<file path="config.mk">
export PLATFORM = sky130hd
export DESIGN_NAME = lgca_cell
export DESIGN_NICKNAME = d
export VERILOG_FILES = /design/src/rtl/lgca_pkg.sv /design/src/rtl/lgca_lfsr.sv /design/src/rtl/lgca_cell.sv
export SDC_FILE = /design/constraint.sdc
export NUM_CORES = 1
export LEC_CHECK = 0
export BUFFER_PORTS_ARGS = -buffer_cell sky130_fd_sc_hd__buf_2
export CORE_ASPECT_RATIO = 1.25
export CORE_MARGIN = 10
export CORE_UTILIZATION = 35
export DETAILED_ROUTE_END_ITERATION = 10
export PLACE_DENSITY = 0.57
export REMOVE_ABC_BUFFERS = 1
export SLEW_MARGIN = 10
export SYNTH_ARGS = -nofsm -noshare
export SYNTH_HDL_FRONTEND = slang
export SYNTH_HIERARCHICAL = 1
export SYNTH_SLANG_ARGS = --single-unit
</file>
<file path="constraint.sdc">
create_clock -name clk -period 4.1 [get_ports clk]
set_clock_uncertainty 0.05 [all_clocks]
set_input_delay 0.82 -clock clk [delete_from_list [all_inputs] [get_ports clk]]
set_output_delay 0.82 -clock clk [all_outputs]
set_load 0.02 [all_outputs]
</file>
<file path="src/rtl/lgca_pkg.sv">
// ----------------------------------------------------------------------------
// lgca_pkg
// Shared definitions for the HPP lattice-gas cell and its boundary variants:
//   - direction indices (bit d of a state vector = particle moving in dir d)
//   - collision mode encodings
//   - arrival-vector gather function
//   - 4-bit popcount helper
//   - Fibonacci maximal-length tap masks for LFSR widths 8..32
// ----------------------------------------------------------------------------
package lgca_pkg;

    localparam int unsigned DIR_N = 0;
    localparam int unsigned DIR_E = 1;
    localparam int unsigned DIR_S = 2;
    localparam int unsigned DIR_W = 3;

    typedef enum logic [1:0] {
        MODE_HPP    = 2'b00,
        MODE_RAND   = 2'b01,
        MODE_WALL   = 2'b10,
        MODE_FREEZE = 2'b11
    } mode_t;

    // The two head-on configurations that HPP rotates into each other.
    localparam logic [3:0] HEAD_NS = 4'b0101;
    localparam logic [3:0] HEAD_EW = 4'b1010;

    // A particle moving in direction d arrives from the neighbour on the
    // opposite side: N-movers come from S, E-movers from W, and so on.
    function automatic logic [3:0] gather(
        input logic [3:0] in_n,
        input logic [3:0] in_e,
        input logic [3:0] in_s,
        input logic [3:0] in_w
    );
        logic [3:0] a;
        a        = '0;
        a[DIR_N] = in_s[DIR_N];
        a[DIR_E] = in_w[DIR_E];
        a[DIR_S] = in_n[DIR_S];
        a[DIR_W] = in_e[DIR_W];
        return a;
    endfunction

    function automatic logic [2:0] popcount4(input logic [3:0] v);
        return {2'b00, v[0]} + {2'b00, v[1]} + {2'b00, v[2]} + {2'b00, v[3]};
    endfunction

    // Tap masks for a left-shifting Fibonacci LFSR whose feedback enters
    // bit 0; mask bit (t-1) set for polynomial tap t.
    function automatic logic [31:0] lfsr_taps(input int unsigned w);
        logic [31:0] m;
        case (w)
            8:       m = 32'h0000_00B8;
            9:       m = 32'h0000_0110;
            10:      m = 32'h0000_0240;
            11:      m = 32'h0000_0500;
            12:      m = 32'h0000_0829;
            13:      m = 32'h0000_100D;
            14:      m = 32'h0000_2015;
            15:      m = 32'h0000_6000;
            16:      m = 32'h0000_D008;
            17:      m = 32'h0001_2000;
            18:      m = 32'h0002_0400;
            19:      m = 32'h0004_0023;
            20:      m = 32'h0009_0000;
            21:      m = 32'h0014_0000;
            22:      m = 32'h0030_0000;
            23:      m = 32'h0042_0000;
            24:      m = 32'h00E1_0000;
            25:      m = 32'h0120_0000;
            26:      m = 32'h0200_0023;
            27:      m = 32'h0400_0013;
            28:      m = 32'h0900_0000;
            29:      m = 32'h1400_0000;
            30:      m = 32'h2000_0029;
            31:      m = 32'h4800_0000;
            32:      m = 32'h8020_0003;
            default: m = 32'h0000_D008;
        endcase
        return m;
    endfunction

endpackage

</file>
<file path="src/rtl/lgca_lfsr.sv">
// ----------------------------------------------------------------------------
// lgca_lfsr
// Fibonacci maximal-length LFSR, shifts left once per enabled cycle.
// Ports:
//   clk    in   1   clock
//   rst_n  in   1   asynchronous active-low reset, loads SEED
//   en     in   1   advance one position this cycle
//   state  out  W   current register contents
// A zero SEED is replaced by 1 so the register never sits in the
// all-zero lock-up state.
// ----------------------------------------------------------------------------
module lgca_lfsr
    import lgca_pkg::*;
#(
    parameter int unsigned   W    = 16,
    parameter logic [W-1:0]  SEED = W'(16'hACE1)
) (
    input  logic         clk,
    input  logic         rst_n,
    input  logic         en,
    output logic [W-1:0] state
);

    localparam logic [W-1:0] TAPS = W'(lfsr_taps(W));
    localparam logic [W-1:0] INIT = (SEED == '0) ? W'(1) : SEED;

    logic fb;

    assign fb = ^(state & TAPS);

    always_ff @(posedge clk or negedge rst_n) begin
        if (!rst_n) begin
            state <= INIT;
        end else if (en) begin
            // Recovery guard: a corrupted all-zero state would never leave.
            if (state == '0) begin
                state <= INIT;
            end else begin
                state <= {state[W-2:0], fb};
            end
        end
    end

endmodule

</file>
<file path="src/rtl/lgca_cell.sv">
// ----------------------------------------------------------------------------
// lgca_cell
// One HPP lattice-gas site. Gathers inbound particles from the four
// neighbours, applies a mode-selected collision rule, merges source/sink
// and registers the new state. A windowed accumulator reports the particle
// total over every WINDOW steps.
// Ports:
//   clk        in   1      clock
//   rst_n      in   1      asynchronous active-low reset (release expected
//                          to be synchronised upstream)
//   step       in   1      advance one lattice step this cycle
//   mode       in   2      00 HPP, 01 random head-on, 10 wall, 11 freeze
//   in_n/e/s/w in   4      neighbour state vectors
//   inject     in   4      OR'd into the next state on a step
//   sink       in   1      clears the next state on a step (beats inject)
//   out        out  4      cell state, bit0 N, bit1 E, bit2 S, bit3 W
//   pop        out  3      popcount(out)
//   dens       out  ACC_W  particle total over the last completed window
//   dens_vld   out  1      one-cycle pulse when dens updates
// ----------------------------------------------------------------------------
module lgca_cell
    import lgca_pkg::*;
#(
    parameter int unsigned        LFSR_W = 16,
    parameter logic [LFSR_W-1:0]  SEED   = LFSR_W'(16'hACE1),
    parameter int unsigned        WINDOW = 256,
    parameter int unsigned        ACC_W  = 12
) (
    input  logic             clk,
    input  logic             rst_n,
    input  logic             step,
    input  logic [1:0]       mode,
    input  logic [3:0]       in_n,
    input  logic [3:0]       in_e,
    input  logic [3:0]       in_s,
    input  logic [3:0]       in_w,
    input  logic [3:0]       inject,
    input  logic             sink,
    output logic [3:0]       out,
    output logic [2:0]       pop,
    output logic [ACC_W-1:0] dens,
    output logic             dens_vld
);

    localparam int unsigned     CNT_W   = (WINDOW > 2) ? $clog2(WINDOW) : 1;
    localparam logic [CNT_W-1:0] CNT_END = CNT_W'(WINDOW - 1);
    localparam logic [ACC_W-1:0] ACC_MAX = '1;

    mode_t             mode_sel;
    logic [3:0]        arr;
    logic [3:0]        coll;
    logic [3:0]        nxt;
    logic [2:0]        pop_nxt;
    logic [LFSR_W-1:0] lfsr;
    logic              coin;

    logic [CNT_W-1:0]  cnt;
    logic [ACC_W-1:0]  acc;
    logic [ACC_W:0]    acc_sum;
    logic [ACC_W-1:0]  acc_sat;
    logic              wrap;

    // ------------------------------------------------------------------
    // Random source for the stochastic head-on rule
    // ------------------------------------------------------------------
    lgca_lfsr #(
        .W    (LFSR_W),
        .SEED (SEED)
    ) u_lfsr (
        .clk   (clk),
        .rst_n (rst_n),
        .en    (step),
        .state (lfsr)
    );

    assign coin     = lfsr[LFSR_W-1];
    assign mode_sel = mode_t'(mode);
    assign arr      = gather(in_n, in_e, in_s, in_w);

    // ------------------------------------------------------------------
    // Collision rule
    // ------------------------------------------------------------------
    always_comb begin
        coll = arr;
        case (mode_sel)
            MODE_HPP: begin
                if (arr == HEAD_NS) begin
                    coll = HEAD_EW;
                end else if (arr == HEAD_EW) begin
                    coll = HEAD_NS;
                end
            end
            MODE_RAND: begin
                if (coin && (arr == HEAD_NS)) begin
                    coll = HEAD_EW;
                end else if (coin && (arr == HEAD_EW)) begin
                    coll = HEAD_NS;
                end
            end
            MODE_WALL: begin
                // Every particle reverses: N<->S, E<->W.
                coll = {arr[DIR_E], arr[DIR_N], arr[DIR_W], arr[DIR_S]};
            end
            MODE_FREEZE: begin
                coll = out;
            end
            default: begin
                coll = arr;
            end
        endcase
    end

    assign nxt     = sink ? 4'b0000 : (coll | inject);
    assign pop_nxt = popcount4(nxt);
    assign pop     = popcount4(out);

    // ------------------------------------------------------------------
    // Density accumulation; the step that closes a window is included in
    // the reported total, and the accumulator restarts from zero.
    // ------------------------------------------------------------------
    assign acc_sum = {1'b0, acc} + (ACC_W + 1)'(pop_nxt);
    assign acc_sat = acc_sum[ACC_W] ? ACC_MAX : acc_sum[ACC_W-1:0];
    assign wrap    = (cnt == CNT_END);

    always_ff @(posedge clk or negedge rst_n) begin
        if (!rst_n) begin
            out      <= '0;
            cnt      <= '0;
            acc      <= '0;
            dens     <= '0;
            dens_vld <= 1'b0;
        end else begin
            dens_vld <= 1'b0;
            if (step) begin
                out <= nxt;
                if (wrap) begin
                    cnt      <= '0;
                    acc      <= '0;
                    dens     <= acc_sat;
                    dens_vld <= 1'b1;
                end else begin
                    cnt <= cnt + 1'b1;
                    acc <= acc_sat;
                end
            end
        end
    end

endmodule

</file>
==> results.yml, run 1 <==
cells_and_area:
  utilization_pct: 41.6
  layout.nets: 392
  n_antenna_cell: 0
  layout_commonest_cell: "dfrtp_1"
  drive_above_1_share_pct: 22.6
  n_fill_cell: 855
  syn2layout_area_growth_pct: 15.0
  multi_input_area_sq_um: 1480
  final_cell_mix: "dfrtp_1 (45), buf_2 (33), nand2_1 (27)"
  final-seq-area_sq_um: 1340
global_routing:
  grt_max_degree: 63
  antenna_found_initial: 0
  grt_pass1_vias: 2492
  grt_overflow: 0
  grt_usage_pct: 11.2
  grt_pass1_wl_um: 11800
routing:
  drc: 0
  avgRoutedWirePerCell_um: 14.9
  drt_wl_total_um: 6790
  drt_iter0_drc: 111
  via_count: 2483
  viasPerCell: 5.46
  drt_pre_antenna_iters: 4
  antenna_left: 0
cts:
  numCtsBuffers: 5
  clk_path_buf_depth: 2
  cts.sinks: 53
  cts_tree: "done"
  insertion_delay_ns: 0.30
  clk_pin_slew_ns: 0.10
  postCtsSetupRepairBufs: 0
  htreeDepth: 2
  cts-root-buf: "clkbuf_8"
timing:
  period_share_pct: 93.7
  setup_violations: 0
  relSlewSlack_pct: 43.3
  fin_crit_ns: 3.84
  worst_pin_slew_ns: 0.850
  slew_viol_final: 0
  hold_violations: 0
  rsz0062_at_grt: "false"
  fmax_mhz: 260
  setup_tns_ns: 0
critical_path:
  max_stage_delay_ns: 0.43
  crit_slowest_cell: "fa_1"
  endpoint_kind: "flip-flop"
  critPathRequiredTime_ns: 4.27
  r2r_cells: 12
  crit_path_cell_trace: "buf_2 > buf_4 > nor3b_1 > o211ai_1 > a21oi_1 > a21o_1 > fa_1 > fa_1 > inv_1 > fa_1 > nand4_2 > buf_4 > nor2_1 > nand3_1 > a31oi_1"
  cp_common_cell: "fa_1"
  critPathKind: "in2reg"
  r2r_end: "dens[9]"
  r2r_slack_ns: 0.46
  start_kind: "input port"
  r2r-start: "u_lfsr/state[15]"
  crit_fanout: 10
  cp.arrival_ns: 4.01
floorplanning:
  core-area_sq_um: 8330
  start_util_pct: 36.2
  die_height_um: 124
  die_x_um: 103
  ios: 46
  die-area_sq_um: 12700
  num_rows: 37
synthesis:
  yosys_warnings: 6
  synth-seq-cells: 53
  synthDistinctLibCells: 56
  ys.flop_type: "dfrtp_1"
  synth-seq-area-share_pct: 44.4
  syn-cell-area_sq_um: 3010
  syn-mean-instance-area_sq_um: 9.42
  synth_edf_count: 0
  postSynth.asyncResetShare_pct: 100
  syn_inst: 320
power_and_ir_drop:
  irDropWorstVdd_mv: 0.180
  leakage_nw: 1.64
  powerDensity_nw_per_um2: 460
place:
  gp_congestion: 0.847
  io_buffers: 33
  hpwlAfterDp_um: 4850
hold_path:
  min_from: "cnt[6]"
  hold_depth: 1
  hold_end: "cnt[6]"
  hold_path.class: "reg2reg"
run_status:
  outcome: "finished clean"
job:
  drv_cap: 0
## timing repair
action | in CTS | in global routing
endpoints found under the setup margin | 0 | 17
hold buffers | 0 | 0
gates resized for setup | 0 | 1
## registers in the layout, indices dropped and copies added, names as in the netlist
name          flops
acc              12
cnt               8
dens             12
dens_vld          1
out               4
u_lfsr/state     16
## worst max-delay path by stage
stage	to	from	slack, ns	cells after the start
after detailed placement	dens[9]	in_n[2]	-0.14	14
after CTS	dens[9]	in_n[2]	0.16	14
after floorplan	acc[9]	in_n[2]	0.30	12
after global routing	acc[7]	in_n[2]	0.01	13
final	dens[9]	in_e[3]	0.26	15
after global placement	acc[4]	in_n[2]	-0.07	13
## logic make-up (layout without fill, tap and decap cells)
logic type / Yosys count / count (layout) / synth area share (%)
xor+xnor: 11 / 11 / 3.20
simple gates: 102 / 102 / 18.8
fa+ha+maj: 9 / 9 / 4.73
mux: 10 / 10 / 3.53
buf+inv: 47 / 85 / 6.69
flops: 53 / 53 / 44.4
compound gates: 88 / 88 / 18.7
## Yosys cell counts (4+ instances only)
cell type  number  area (sq um)
a21oi_1        14          70.1
a31oi_1        22           138
and3_1          4          25.0
buf_2           7          35.0
buf_4           4          30.0
clkbuf_1        8          30.0
dfrtp_1        45          1130
dfstp_2         8           210
fa_1            4          80.1
ha_1            5          62.6
inv_1          25          93.8
mux2_2          5          56.3
mux2i_1         5          50.1
nand2_1        27           101
nand2b_1        4          25.0
nand3_1         6          30.0
nand4_1         5          31.3
nor2_1         24          90.1
nor2b_1         7          43.8
nor3_1          6          30.0
o21ai_0        22           110
xnor2_1         8          70.1
## power by group
part           leakage [nW]  internal, mW  total, mW  switching, mW
Clock                0.0681         0.243      0.417          0.174
Sequential            0.664         0.638      0.757          0.119
Combinational         0.907         0.196      0.420          0.223
## metrics by stage
step / cells / power, mW / cell area (sq um) / hold slack, ns / worst slack, ns
after floorplan: 299 / 1.03 / 2910 / 0.389 / 0.303
after detailed placement: 447 / 1.19 / 3330 / 0.407 / -0.140
after global routing: 455 / 1.72 / 3460 / 0.449 / 0.0116
after global placement: 447 / 1.17 / 3330 / 0.407 / -0.0693
final: 455 / 1.59 / 3460 / 0.422 / 0.260
after CTS: 455 / 1.61 / 3460 / 0.422 / 0.164
## area by class of cell
class / instances / share of cell area (%)
flip-flops and latches: 53 / 38.6
repair buffers: 51 / 8.67
inverters: 26 / 2.82
clock inverters: 3 / 1.88
multi-input cells: 220 / 42.6
clock buffers: 5 / 1.99
well taps: 97 / 3.50
## metal layers
layer	track usage, %	share of wire (%)
met3	2.05	3.9
met2	18.4	50
met1	14.3	45
met5	0	0
met4	4.01	1.6
## critical path: cells and delay by family
kind	cells	cell delay, ns
fa+ha+maj	3	1.07
compound gates	4	0.81
simple gates	4	0.75
buf+inv	4	0.54
Power figures use the tool's default switching activity.
==> run 2, diff against run 1 <==
--- a/config.mk
+++ b/config.mk
@@ -10,7 +10,7 @@
 export CORE_MARGIN = 10
 export CORE_UTILIZATION = 35
 export DETAILED_ROUTE_END_ITERATION = 10
-export PLACE_DENSITY = 0.57
+export PLACE_DENSITY = 0.58
 export REMOVE_ABC_BUFFERS = 1
 export SLEW_MARGIN = 10
 export SYNTH_ARGS = -nofsm -noshare
==> constraint.sdc (replaced) <==
create_clock -name clk -period 3.1 [get_ports clk]
set_clock_uncertainty 0.05 [all_clocks]
set_input_delay 0.62 -clock clk [delete_from_list [all_inputs] [get_ports clk]]
set_output_delay 0.62 -clock clk [all_outputs]
set_load 0.02 [all_outputs]
==> results.yml, run 2 (same netlist as run 1, synthesis figures left out) <==
global_routing:
  antenna_found_initial: 0
  grt_max_degree: 47
  grt_overflow: 0
  grt_pass1_wl_um: 12100
  grt_pass1_vias: 2473
  grt_usage_pct: 11.5
cells_and_area:
  syn2layout_area_growth_pct: 25.7
  n_fill_cell: 805
  top_regs: "u_lfsr/state: 16 flops, acc: 12 flops, dens: 12 flops"
  top_register: "u_lfsr/state"
  layout_commonest_cell: "dfrtp_1"
  layout.nets: 417
  drive_above_1_share_pct: 34.7
  final_cell_mix: "dfrtp_1 (45), buf_4 (39), buf_2 (31)"
  fin_cells: 480
  stdcell_area_sq_um: 3790
  largest_reg_flops: 16
  n_antenna_cell: 0
cts:
  numCtsBuffers: 5
  ctsHoldBuffers: 0
  clk_path_buf_depth: 2
  insertion_delay_ns: 0.31
  cts-root-buf: "clkbuf_8"
  clk_pin_slew_ns: 0.11
  cts_tree: "done"
  htreeDepth: 2
  cts.sinks: 53
routing:
  drt_iter0_drc: 99
  via_count: 2521
  avgRoutedWirePerCell_um: 14.8
  drt_pre_antenna_iters: 4
  drc: 0
  viasPerCell: 5.25
  antenna_left: 0
  drt_wl_total_um: 7110
floorplanning:
  start_util_pct: 36.2
  die-area_sq_um: 12700
  ios: 46
  core-area_sq_um: 8330
  die_x_um: 103
  die_height_um: 124
  num_rows: 37
critical_path:
  critPathRequiredTime_ns: 3.26
  start_kind: "flip-flop"
  crit_fanout: 6
  endpoint_kind: "flip-flop"
  cp.arrival_ns: 3.34
  critPathKind: "reg2reg"
timing:
  setup_tns_ns: -1.10
  slew_viol_final: 0
  fin_crit_ns: 3.19
  worst_pin_slew_ns: 0.475
  period_share_pct: 103
  fmax_mhz: 314
  worst_slack_ns: -0.0883
  rsz0062_at_grt: "true"
  setup_violations: 21
  relSlewSlack_pct: 68.3
  hold_slack_ns: 0.195
  hold_violations: 0
run_status:
  outcome: "finished, violations left"
  violations: "negative setup slack"
place:
  dp_cells: 467
  dpl-instance-area_sq_um: 3480
  hpwlAfterDp_um: 5200
  gp_congestion: 0.821
  io_buffers: 33
power_and_ir_drop:
  total_power_mw: 2.04
  leakage_nw: 1.76
  powerDensity_nw_per_um2: 539
  irDropWorstVdd_mv: 0.244
hold_path:
  hold_path.class: "in2async"
job:
  drv_cap: 0
==> run 2: cell types whose count changed in the layout (fill, tap and decap cells not counted), sizes merged <==
cell,before,now
bufinv,2,0
clkbuf,5,6
clkinvlp,0,1
inv,26,27
buf,51,75
==> run 2: repair_timing <==
| item | 4_1_cts | 5_1_grt |
|---|---|---|
| pin swaps | 12 | 7 |
| resized for setup | 37 | 11 |
| setup buffers | 5 | 0 |
| setup endpoints to repair | 24 | 24 |
==> run 2: worst max-delay path, cell delays in order, from the launching register on <==
cell and delay, ns:
dfstp_2 0.60, buf_6 0.12, nand2_4 0.04, o21ai_2 0.14, o221ai_2 0.12, a21o_1 0.19
fa_1 0.45, fa_2 0.36, inv_2 0.06, fa_2 0.23, nand4_4 0.13, nor3_4 0.15
buf_4 0.15, nor2b_1 0.04, a311oi_1 0.27
==> run 2: report_power, final <==
group	internal (mW)	leakage, nW	switching (mW)	total (mW)
Combinational	0.315	1.05	0.315	0.630
Sequential	0.844	0.664	0.166	1.01
Clock	0.161	0.0445	0.241	0.402
==> run 2: layout make-up <==
cell class / count / area [sq um] / share of cell area (%)
inverter: 26 / 97.6 / 2.58
multi-input combinational: 220 / 1630 / 43.0
clock buffer: 5 / 68.8 / 1.82
clock inverter: 3 / 21.3 / 0.562
timing repair buffer: 76 / 512 / 13.5
tap: 97 / 121 / 3.20
sequential: 53 / 1340 / 35.3
==> run 2: routing by layer <==
metal  part of all wire (%)  wire [um]  track usage, %  up-vias
met5                      0          0               0        -
met4                    1.2         88            3.40        0
met3                    2.8        202            1.72        5
met2                     52       3680            20.3       29
met1                     44       3150            14.1     1215
li1                       -          -               -     1272
==> run 2: final timing paths <==
kind / startpoint / endpoint / slack (ns) / cells after the start
worst min register to register: cnt[6] / cnt[6] / 0.43 / 1
max in group asynchronous: rst_n / u_lfsr/state[13] / 2.12 / 2
worst max-delay path: u_lfsr/state[15] / acc[9] / -0.09 / 14
min in group clk: cnt[6] / cnt[6] / 0.43 / 1
worst max register to register: u_lfsr/state[15] / acc[9] / -0.09 / 14
worst min-delay path: rst_n / cnt[5] / 0.19 / 1
==> run 2: stage by stage <==
| stage | setup WS [ns] | utilization, % |
|---|---|---|
| floorplan | -0.497 | - |
| global placement | -0.790 | 41.8 |
| detailed placement | -0.867 | 41.8 |
| CTS | -0.0998 | 44.9 |
| global route | -0.300 | 45.5 |
| finish | -0.0883 | 45.5 |
